`config.mk`:
```
export PLATFORM = sky130hd
export DESIGN_NAME = cache_read_ctrl
export DESIGN_NICKNAME = d
export VERILOG_FILES = /design/src/rtl/cache_read_ctrl.sv
export SDC_FILE = /design/constraint.sdc
export NUM_CORES = 1
export LEC_CHECK = 0
export BUFFER_PORTS_ARGS = -buffer_cell sky130_fd_sc_hd__buf_2
export CELL_PAD_IN_SITES_DETAIL_PLACEMENT = 1
export CELL_PAD_IN_SITES_GLOBAL_PLACEMENT = 1
export CORE_MARGIN = 2
export CORE_UTILIZATION = 33
export DETAILED_ROUTE_END_ITERATION = 12
export HOLD_SLACK_MARGIN = 0.08
export MAX_ROUTING_LAYER = met4
export PLACE_DENSITY_LB_ADDON = 0.1
export SLEW_MARGIN = 20
export SYNTH_ARGS = -nofsm -noshare
export SYNTH_HDL_FRONTEND = slang
export SYNTH_SLANG_ARGS = --single-unit
```
`constraint.sdc`:
```
create_clock -name clock -period 1.85 [get_ports clock]
set_clock_uncertainty 0.2 [all_clocks]
set_input_delay 0 -clock clock [delete_from_list [all_inputs] [get_ports clock]]
set_output_delay 0 -clock clock [all_outputs]
set_load 0.01 [all_outputs]
```
`src/rtl/cache_read_ctrl.sv`:
```
// Cache read controller.
// Handles one read at a time: a hit returns cache data two cycles after the
// request is presented, and a miss writes back a dirty victim (if needed),
// fetches the line from RAM and fills the chosen way.
module cache_read_ctrl (
    input  logic       clock,
    input  logic       resetn,
    input  logic       rden,
    input  logic [6:0] address,
    input  logic [3:0] hit,
    input  logic [3:0] valido,
    input  logic [3:0] dirty,
    input  logic [3:0] lruBit,
    input  logic [7:0] cacheRdData,
    input  logic [7:0] victimData,
    input  logic [6:0] victimAddress,
    input  logic       ramAck,
    input  logic [7:0] ramRdData,
    output logic       ramRden,
    output logic       ramWren,
    output logic [6:0] ramAddress,
    output logic [7:0] ramWrData,
    output logic [3:0] fillWren,
    output logic [7:0] fillData,
    output logic       ready,
    output logic [7:0] dataOut,
    output logic       dataValid,
    output logic [7:0] missCount
);

    typedef enum logic [2:0] {
        IDLE,
        CHECK,
        WBACK,
        FILL,
        DONE
    } state_t;

    state_t     state;
    state_t     state_next;

    logic [6:0] addr_q;
    logic [3:0] way_q;
    logic [6:0] victim_addr_q;
    logic [7:0] victim_data_q;
    logic [7:0] fill_data_q;
    logic [7:0] data_out_q;
    logic       hit_valid_q;
    logic [7:0] miss_count_q;

    logic [3:0] way_pick;
    logic       need_wback;

    // Victim choice: first invalid way wins; with every way valid, the lowest
    // set LRU bit wins; an all-zero LRU vector falls back to way 0.
    function automatic logic [3:0] pick_way(input logic [3:0] valid, input logic [3:0] lru);
        logic [3:0] way;
        way = 4'b0001;
        if (valid != 4'b1111) begin
            for (int i = 3; i >= 0; i--) begin
                if (!valid[i]) begin
                    way    = '0;
                    way[i] = 1'b1;
                end
            end
        end else if (lru != 4'b0000) begin
            for (int i = 3; i >= 0; i--) begin
                if (lru[i]) begin
                    way    = '0;
                    way[i] = 1'b1;
                end
            end
        end
        return way;
    endfunction

    assign way_pick   = pick_way(valido, lruBit);
    // Only a line that is both valid and dirty must be written back first.
    assign need_wback = |(way_pick & valido & dirty);

    assign dataOut    = data_out_q;
    assign missCount  = miss_count_q;

    // State register; reset aborts any transaction in flight.
    // NOTE: sequential state uses non-blocking assignments so every register
    // samples pre-edge values regardless of statement order.
    always_ff @(posedge clock or negedge resetn) begin
        if (!resetn) state <= IDLE;
        else         state <= state_next;
    end

    // Next-state and output decode; outputs depend on state and registers only.
    // NOTE: every signal gets a default before the case so no path leaves one
    // unassigned, which would otherwise infer a latch.
    always_comb begin
        state_next = state;
        ready      = 1'b0;
        ramRden    = 1'b0;
        ramWren    = 1'b0;
        ramAddress = '0;
        ramWrData  = '0;
        fillWren   = '0;
        fillData   = '0;
        dataValid  = hit_valid_q;
        case (state)
            IDLE: begin
                ready = 1'b1;
                if (rden) state_next = CHECK;
            end
            CHECK: begin
                if (hit != 4'b0000)  state_next = IDLE;
                else if (need_wback) state_next = WBACK;
                else                 state_next = FILL;
            end
            WBACK: begin
                ramWren    = 1'b1;
                ramAddress = victim_addr_q;
                ramWrData  = victim_data_q;
                if (ramAck) state_next = FILL;
            end
            FILL: begin
                ramRden    = 1'b1;
                ramAddress = addr_q;
                if (ramAck) state_next = DONE;
            end
            DONE: begin
                fillWren   = way_q;
                fillData   = fill_data_q;
                dataValid  = 1'b1;
                state_next = IDLE;
            end
            default: state_next = IDLE;
        endcase
    end

    // Datapath registers: request address, victim info, fill data, hit pulse, miss count.
    always_ff @(posedge clock or negedge resetn) begin
        if (!resetn) begin
            addr_q        <= '0;
            way_q         <= '0;
            victim_addr_q <= '0;
            victim_data_q <= '0;
            fill_data_q   <= '0;
            data_out_q    <= '0;
            hit_valid_q   <= 1'b0;
            miss_count_q  <= '0;
        end else begin
            hit_valid_q <= 1'b0;
            case (state)
                IDLE: begin
                    if (rden) addr_q <= address;
                end
                CHECK: begin
                    if (hit != 4'b0000) begin
                        data_out_q  <= cacheRdData;
                        hit_valid_q <= 1'b1;
                    end else begin
                        miss_count_q <= miss_count_q + 8'd1;
                        way_q        <= way_pick;
                        if (need_wback) begin
                            victim_addr_q <= victimAddress;
                            victim_data_q <= victimData;
                        end
                    end
                end
                FILL: begin
                    if (ramAck) begin
                        fill_data_q <= ramRdData;
                        data_out_q  <= ramRdData;
                    end
                end
                default: ;
            endcase
        end
    end

endmodule

```
==> results of run 1 <==
## critical path, stage by stage, from the launching register on
cell	delay, ps
dfrtp_2	450
nor2_4	150
nand3_4	100
a211oi_4	280
buf_12	200
mux2_2	340
## cell families after synthesis
logic type	after synthesis	synth area share
and+or+nand+nor	91	0.191
DFF	54	0.511
muxes	38	0.175
AOI/OAI and AO/OA	20	0.0629
buffers and inverters	14	0.0289
xor gates and xnor gates	8	0.0265
adders and majority gates	1	0.00473
## cell type report
| type | count | area [um^2] |
|---|---|---|
| flip-flops and latches | 54 | 1350 |
| clock buffers | 7 | 96.3 |
| multi-input cells | 158 | 1290 |
| repair buffers | 185 | 1360 |
| fillers | 849 | 3480 |
| inverters | 4 | 17.5 |
| well taps | 102 | 128 |
| clock inverters | 1 | 8.76 |
## path summary, 6_finish.rpt
path                                      from               end  cells past startpoint
max in group asynchronous               resetn          state[1]                      4
worst max register to register        state[1]  victim_data_q[3]                      5
min in group asynchronous               resetn      missCount[2]                      3
worst max-delay path                  state[1]  victim_data_q[3]                      5
worst min-delay path                    hit[2]      missCount[1]                      6
worst min register to register  fill_data_q[2]    fill_data_q[2]                      2
## state kept, by name, summed over array words and instances (netlist names)
name           cells
victim_data_q      8
addr_q             7
victim_addr_q      7
dataOut            8
hit_valid_q        1
way_q              4
fill_data_q        8
state              3
missCount          8
## synth_stat cells, types with 3 or more instances
library cell,number
mux2_4,10
o21ai_0,3
dfrtp_1,54
mux2_2,26
buf_2,4
nor2_1,5
clkbuf_1,5
nand2_1,37
nand4_1,4
and3_1,14
inv_1,3
xnor2_1,6
nand3_1,3
and2_1,9
a22o_1,7
## metal layers
metal / routed length (um) / share of wire / track usage / vias up
met5: 0 / 0 / - / -
li1: - / - / - / 1158
met2: 4000 / 0.52 / 0.320 / 71
met1: 3230 / 0.42 / 0.223 / 1196
met4: 60 / 0.0078 / 0.0331 / 0
met3: 401 / 0.052 / 0.0355 / 6
## report_power, final
group,internal [W],leakage (nW),switching [W]
clock,0.000344,0.0544,0.000390
sequential,0.00151,0.700,0.000198
combinational,0.000897,1.43,0.000727
## repair_timing
action | CTS | global route
gates resized for setup | 4 | 19
pin swaps | 2 | 4
endpoints found under the setup margin | 30 | 49
buffers inserted | 2 | 9
hold endpoints to repair | 100 | 2
## metrics by stage
step / TNS (ps) / std cells / instance area (um^2) / hold WS (ps)
final: 0 / 511 / 4250 / -16.0
after global routing: -414 / 511 / 4250 / 41.3
after CTS: -13.2 / 503 / 4110 / -1.01
after detailed placement: -239 / 438 / 3410 / -174
after global placement: 0 / 438 / 3410 / -171
after floorplan: -813 / 226 / 2680 / -496
==> results.toml, run 1 <==
[outcome]
status = "finished, violations left"
violations = "hold timing"

[grt]
track_usage = 0.183
antenna_found_initial = 0
overflow = 0
grt_pass1_vias = 2595
grt_max_degree = 33
grt_pass1_wl_um = 12400

[routing]
drt_iter0_drc = 47
drt_first_pass_iters = 6
ant_nets = 0
wl_per_cell_um = 15.1
vias = 2431
via_per_inst = 4.76
drc = 0
totalWireLength_um = 7690

[placement]
post-place-ws_ps = -61.2
gp_congestion = 0.741
dpl.hpwl_um = 5070
portBuffers = 104

[final_layout]
layout_commonest_cell = "buf_2"
syn_to_final_growth_pct = 60.8
final_util = 0.550
antenna_cells = 0
mostFrequentLayoutCells = "buf_2 (103), dlygate4sd3_1 (54), dfrtp_1 (52)"
drive_gt1_frac = 0.472
nets = 467

[synth]
syn_nets = 285
synth-async-reset-ratio = 1.00
synth_area_leaders = "dfrtp_1 (51%), mux2_2 (11%), mux2_4 (5.7%)"
synth-seq-cells = 54
yosysUniqueCellTypes = 45
synth_top_flop_cell = "dfrtp_1"
syn_area_um2 = 2640
yosys.area.top_type = "dfrtp_1"
yosysWarnings = 0
synth_top_area_share = 0.511
syn_avg_cell_area_um2 = 11.7
syn_inst = 226
ys_seq_area_frac = 0.511
synth-edff-count = 0

[critical_path]
worstPathArrival_ps = 1830
critical_path_class = "flip-flop to flip-flop"
cp_max_fo = 15
critPathRequiredTime_ps = 1840
reg2reg_slack_ps = 10
worst_setup_path_start_kind = "flip-flop"
end_kind = "flip-flop"

[floorplanning]
dieWidth_um = 93.5
fp-row-count = 32
die_y_um = 93.5
initial_utilization = 0.342
ios = 105
core_um2 = 7730
dieArea_um2 = 8740

[clock_network]
cts_buffer_depth = 2
cts_tree = "built"
cts_max_level = 2
hold_buffers = 55
clock-sinks = 54
clk_latency_ps = 300
cts.clk_slew.worst_paths_ps = 100
cts_inserted_buffers = 5
clockRootBuffer = "clkbuf_8"

[pwr]
vdd_drop_max_mv = 0.403
leakagePower_nw = 2.18
powerDensity_nw_per_um2 = 957
p_total_w = 0.00407

[sta]
tightest_slew_ps = 575
hold_violations = 1
fin_crit_sh = 0.993
hold_slack_ps = -16.0
setup_violations = 0
max_freq_ghz = 0.544
timing.final.ws_setup_ps = 12.2
period_needed_ps = 1840
slew_headroom = 0.616
drv_slew = 0
rsz0062_at_grt = "true"

[flow_run]
cap_violations = 0

[worst_hold_path]
hp-class = "input pin to flip-flop"
No activity file was read; power rests on OpenSTA's default activity.
==> run 2: changes to the inputs <==
--- a/config.mk
+++ b/config.mk
@@ -5,11 +5,12 @@
 export SDC_FILE = /design/constraint.sdc
 export NUM_CORES = 1
 export LEC_CHECK = 0
+export ABC_AREA = 1
 export BUFFER_PORTS_ARGS = -buffer_cell sky130_fd_sc_hd__buf_2
 export CELL_PAD_IN_SITES_DETAIL_PLACEMENT = 1
 export CELL_PAD_IN_SITES_GLOBAL_PLACEMENT = 1
 export CORE_MARGIN = 2
-export CORE_UTILIZATION = 33
+export CORE_UTILIZATION = 31
 export DETAILED_ROUTE_END_ITERATION = 12
 export HOLD_SLACK_MARGIN = 0.08
 export MAX_ROUTING_LAYER = met4
==> results.toml, run 2 <==
[critical_path]
worstSetupStartpoint = "state[2]"
worst_setup_path_start_kind = "flip-flop"
reg2reg_to = "hit_valid_q"
reg2reg_slack_ps = 110
crit_family = "buffers and inverters"
critical-path-slowest-cell = "dfrtp_1"
cp_slowest_stage_delay_ps = 460
end_kind = "primary output"
r2r_start = "state[2]"
r2r_cells = 6
critical_path_class = "flip-flop to primary output"
endpoint = "ramAddress[1]"
crit_buf_inv = 4
worstPathArrival_ps = 1610
critPathRequiredTime_ps = 1650
crit_path_cell_trace = "inv_2 -> nand3_1 -> buf_4 -> inv_4 -> a22o_1 -> buf_2"
path_depth = 6
cp_max_fo = 16

[floorplanning]
core_um2 = 8300
die_y_um = 96.9
dieArea_um2 = 9400
fp-row-count = 33
initial_utilization = 0.323
ios = 105
dieWidth_um = 96.9

[final_layout]
drive_gt1_frac = 0.293
syn_to_final_growth_pct = 49.7
nets = 549
mostFrequentLayoutCells = "buf_2 (104), nand2_1 (88), dlygate4sd3_1 (61)"
fin_cells = 596
layout_commonest_cell = "buf_2"
antenna_cells = 0

[synth]
synth-async-reset-ratio = 1.00
ys_seq_area_frac = 0.505
yosys.area.top_type = "dfrtp_1"
syn_nets = 379
syn_inst = 320
syn_avg_cell_area_um2 = 8.37
synth_area_leaders = "dfrtp_1 (50%), nand2_1 (12%), nor2_1 (5.6%)"
synth_top_flop_cell = "dfrtp_1"
synth-edff-count = 0
yosysWarnings = 0
yosysMostFrequentCell = "nand2_1"
syn_area_um2 = 2680
synth-seq-cells = 54
yosysUniqueCellTypes = 32
synth_top_area_share = 0.505
synth.top_cells.by_count = "nand2_1 (88), dfrtp_1 (54), nor2_1 (40), inv_1 (36), nand3_1 (22)"

[routing]
drt_iter0_drc = 69
via_per_inst = 4.54
totalWireLength_um = 8020
ant_nets = 0
drt_first_pass_iters = 4
wl_per_cell_um = 13.4
vias = 2704
drc = 0

[grt]
track_usage = 0.178
antenna_found_initial = 0
grt_pass1_wl_um = 13400
grt_max_degree = 20
overflow = 0
grt_pass1_vias = 2817

[sta]
period_needed_ps = 1810
setup_violations = 0
hold_violations = 0
fin_crit_sh = 0.977
max_freq_ghz = 0.553
slew_headroom = 0.443
rsz0062_at_grt = "true"
drv_slew = 0
tightest_slew_ps = 832

[clock_network]
cts_max_level = 2
clk_latency_ps = 300
clock-sinks = 54
cts_inserted_buffers = 5
cts_tree = "built"
cts_buffer_depth = 2
cts.clk_slew.worst_paths_ps = 90
clockRootBuffer = "clkbuf_8"

[pwr]
p_total_w = 0.00390
leakagePower_nw = 2.14
vdd_drop_max_mv = 0.483
powerDensity_nw_per_um2 = 973

[placement]
dpl.hpwl_um = 5510
portBuffers = 104
gp_congestion = 0.737
dpl.cell_count = 527

[worst_hold_path]
hp-class = "input pin to flip-flop"

[outcome]
status = "finished clean"

[flow_run]
cap_violations = 0
run 2: per-stage QoR:
stage               instance area, um^2  setup TNS [ps]  hold WS [ps]  setup slack (ps)   util
floorplan                          2680               0          -496               358      -
global placement                   3300               0          -221               208  0.398
detailed placement                 3300               0          -219               158  0.398
CTS                                4000               0           153              23.8  0.482
global route                       4010            -339           188             -58.9  0.483
finish                             4010               0           142              42.0  0.483
run 2: per-layer routing:
metal | global-route usage | part of all wire | wire [um] | vias to the layer above
met4 | 0.0596 | 0.023 | 181 | 0
met5 | - | 0 | 0 | -
li1 | - | - | - | 1352
met1 | 0.224 | 0.46 | 3710 | 1270
met3 | 0.0340 | 0.042 | 340 | 14
met2 | 0.290 | 0.47 | 3790 | 68
run 2: tightest hold or removal path, stage by stage:
cell and delay, ps:
buf_2 80, nand4_1 80, nor2_1 120, nor2_2 60
nand3_4 180, o21ai_1 90
run 2: repair_timing:
item / in CTS / in global routing
setup buffers: 0 / 0
hold buffers: 61 / 0
endpoints found under the hold margin: 102 / 0
endpoints found under the setup margin: 0 / 14
resized for setup: 0 / 1
run 2: cell type report:
class                           count  area (um^2)
Clock buffer                        7         86.3
Clock inverter                      1         5.00
Sequential cell                    54         1350
Fill cell                        1017         4290
Timing Repair Buffer              173         1190
Tap cell                          105          131
Inverter                           41          156
Multi-Input combinational cell    215         1090
run 2: cell families after synthesis:
| kind of cell | share of synthesized area |
|---|---|
| AND/OR/NAND/NOR | 0.276 |
| flip-flops | 0.505 |
| buffers and inverters | 0.0911 |
| AO/OA/AOI/OAI | 0.0808 |
| multiplexers | 0.0294 |
| XOR/XNOR | 0.0131 |
| adder cells (fa/ha/maj) | 0.00467 |
run 2: report_power, final:
part | internal [W] | switching (W)
combinational | 0.000645 | 0.000818
sequential | 0.00156 | 0.000195
clock | 0.000303 | 0.000382
total | 0.00250 | 0.00140
run 2: worst min path at each step:
| stage | startpoint | to | cells past startpoint |
|---|---|---|---|
| CTS | dirty[2] | state[0] | 6 |
| floorplan | resetn | addr_q[0] | 0 |
| detailed placement | resetn | dataOut[5] | 1 |
| global route | dirty[3] | state[0] | 6 |
| global placement | resetn | dataOut[5] | 1 |
| finish | dirty[2] | state[0] | 6 |
==> run 3: changes to the inputs <==
--- a/config.mk
+++ b/config.mk
@@ -8,9 +8,9 @@
 export ABC_AREA = 1
 export BUFFER_PORTS_ARGS = -buffer_cell sky130_fd_sc_hd__buf_2
 export CELL_PAD_IN_SITES_DETAIL_PLACEMENT = 1
-export CELL_PAD_IN_SITES_GLOBAL_PLACEMENT = 1
+export CELL_PAD_IN_SITES_GLOBAL_PLACEMENT = 2
 export CORE_MARGIN = 2
-export CORE_UTILIZATION = 31
+export CORE_UTILIZATION = 24
 export DETAILED_ROUTE_END_ITERATION = 12
 export HOLD_SLACK_MARGIN = 0.08
 export MAX_ROUTING_LAYER = met4
==> results.toml, run 3 (synthesis results as in run 2) <==
[sta]
fin_crit_sh = 0.934
max_freq_ghz = 0.579
timing.final.ws_setup_ps = 123
rsz0062_at_grt = "false"
slew_headroom = 0.590
final.setup.tns_ps = 0
drv_slew = 0
hold_violations = 0
tightest_slew_ps = 615
period_needed_ps = 1730
setup_violations = 0

[critical_path]
critical-path-slowest-cell = "dfrtp_1"
end_kind = "primary output"
path_depth = 5
worstPathArrival_ps = 1530
critPathRequiredTime_ps = 1650
crit_family = "flip-flops"
worst_setup_path_start_kind = "flip-flop"
crit_buf_inv = 3
cp_max_fo = 16
crit_path_cell_trace = "nand3_1 -> buf_6 -> inv_6 -> a22o_1 -> buf_2"
cp_slowest_stage_delay_ps = 450
critical_path_class = "flip-flop to primary output"
r2r_cells = 6

[grt]
met2_usage = 0.231
grt_busiest_layer = "met2"
grt_pass1_vias = 2731
use_met1 = 0.183
grtUsageMet3 = 0.0237
grt_pass1_wl_um = 12900
overflow = 0
track_usage = 0.141
grt_max_degree = 55
antenna_found_initial = 0

[pwr]
vdd_drop_max_mv = 0.338
p_total_w = 0.00387
pwr-share-seq = 0.452
swShare = 0.360
p_sw_w = 0.00139
powerDensity_nw_per_um2 = 956
clock_power_share = 0.171
pwr-share-comb = 0.377
p_int_w = 0.00247
leakagePower_nw = 2.12

[final_layout]
register_area_um2 = 1350
drive_gt1_frac = 0.294
syn_to_final_growth_pct = 51.1
antenna_cells = 0
multiInputGateArea_um2 = 1090
mostFrequentLayoutCells = "buf_2 (104), nand2_1 (88), dlygate4sd3_1 (59)"
fillCellCount = 1350
layout_commonest_cell = "buf_2"
nets = 545

[routing]
wl_per_cell_um = 12.8
drt_first_pass_iters = 4
via_per_inst = 4.20
totalWireLength_um = 8000
vias = 2634
drc = 0
ant_nets = 0
drt_iter0_drc = 107

[clock_network]
clk_latency_ps = 300
cts_inserted_buffers = 5
cts_buffer_depth = 2
cts_max_level = 2
clockRootBuffer = "clkbuf_8"
cts.clk_slew.worst_paths_ps = 80
post_cts_buffers = 0
clock-sinks = 54
cts_tree = "built"

[floorplanning]
initial_utilization = 0.247
dieWidth_um = 110
fp-row-count = 38
dieArea_um2 = 12000
core_um2 = 10800
ios = 105
die_y_um = 110

[placement]
gp_congestion = 0.705
dpl.hpwl_um = 5530
portBuffers = 104
post-place-ws_ps = 165

[worst_hold_path]
hp-class = "input pin to flip-flop"
holdPathStages = 6

[outcome]
status = "finished clean"

[flow_run]
cap_violations = 0
==> run 3: final timing paths <==
kind                             startpoint                to  slack, ps
min reg2reg                victim_data_q[2]  victim_data_q[2]        280
max reg2reg                        state[2]       hit_valid_q        150
min in group asynchronous            resetn        dataOut[5]        600
max                                state[0]     ramAddress[5]        120
max in group asynchronous            resetn          state[2]        570
min                                dirty[1]          state[0]        170
==> run 3: tightest hold or removal path, stage by stage <==
cell and delay [ps]:
buf_2 80, nand3_1 70, nor2_1 130, nor2_2 70, nand3_4 190, o21ai_1 90
==> run 3: area by class of cell <==
type                    instances  area share
flip-flops and latches         54       0.334
repair buffers                169       0.293
multi-input cells             215       0.269
well taps                     140      0.0433
inverters                      41      0.0393
clock buffers                   6      0.0179
clock inverters                 2     0.00340
==> run 3: power by group through the flow <==
stage | Sequential (W) | Combinational [W] | Clock, W
2_1_floorplan | 0.00179 | 0.000854 | 0
3_3_place_gp | 0.00177 | 0.00134 | 0
3_5_place_dp | 0.00178 | 0.00136 | 0
4_1_cts | 0.00175 | 0.00148 | 0.000711
5_1_grt | 0.00180 | 0.00166 | 0.000750
6_report | 0.00175 | 0.00146 | 0.000662
==> run 3: per-stage QoR <==
stage | cells | cell area [um^2] | util | hold WS, ps
2_1_floorplan | 320 | 2680 | - | -496
3_3_place_gp | 560 | 3360 | 0.310 | -166
3_5_place_dp | 560 | 3360 | 0.310 | -172
4_1_cts | 627 | 4030 | 0.372 | 177
5_1_grt | 627 | 4050 | 0.373 | 193
6_report | 627 | 4050 | 0.373 | 165
==> run 3: what timing repair did <==
action / in CTS / in global routing
endpoints found under the hold margin: 103 / 0
gates resized for setup: 0 / 4
setup endpoints to repair: 0 / 15
hold buffers: 59 / 0
==> run 3: routing by layer <==
layer,vias to the layer above,wire length (um)
met4,0,57
li1,1346,-
met5,-,0
met2,60,3720
met3,4,342
met1,1224,3870
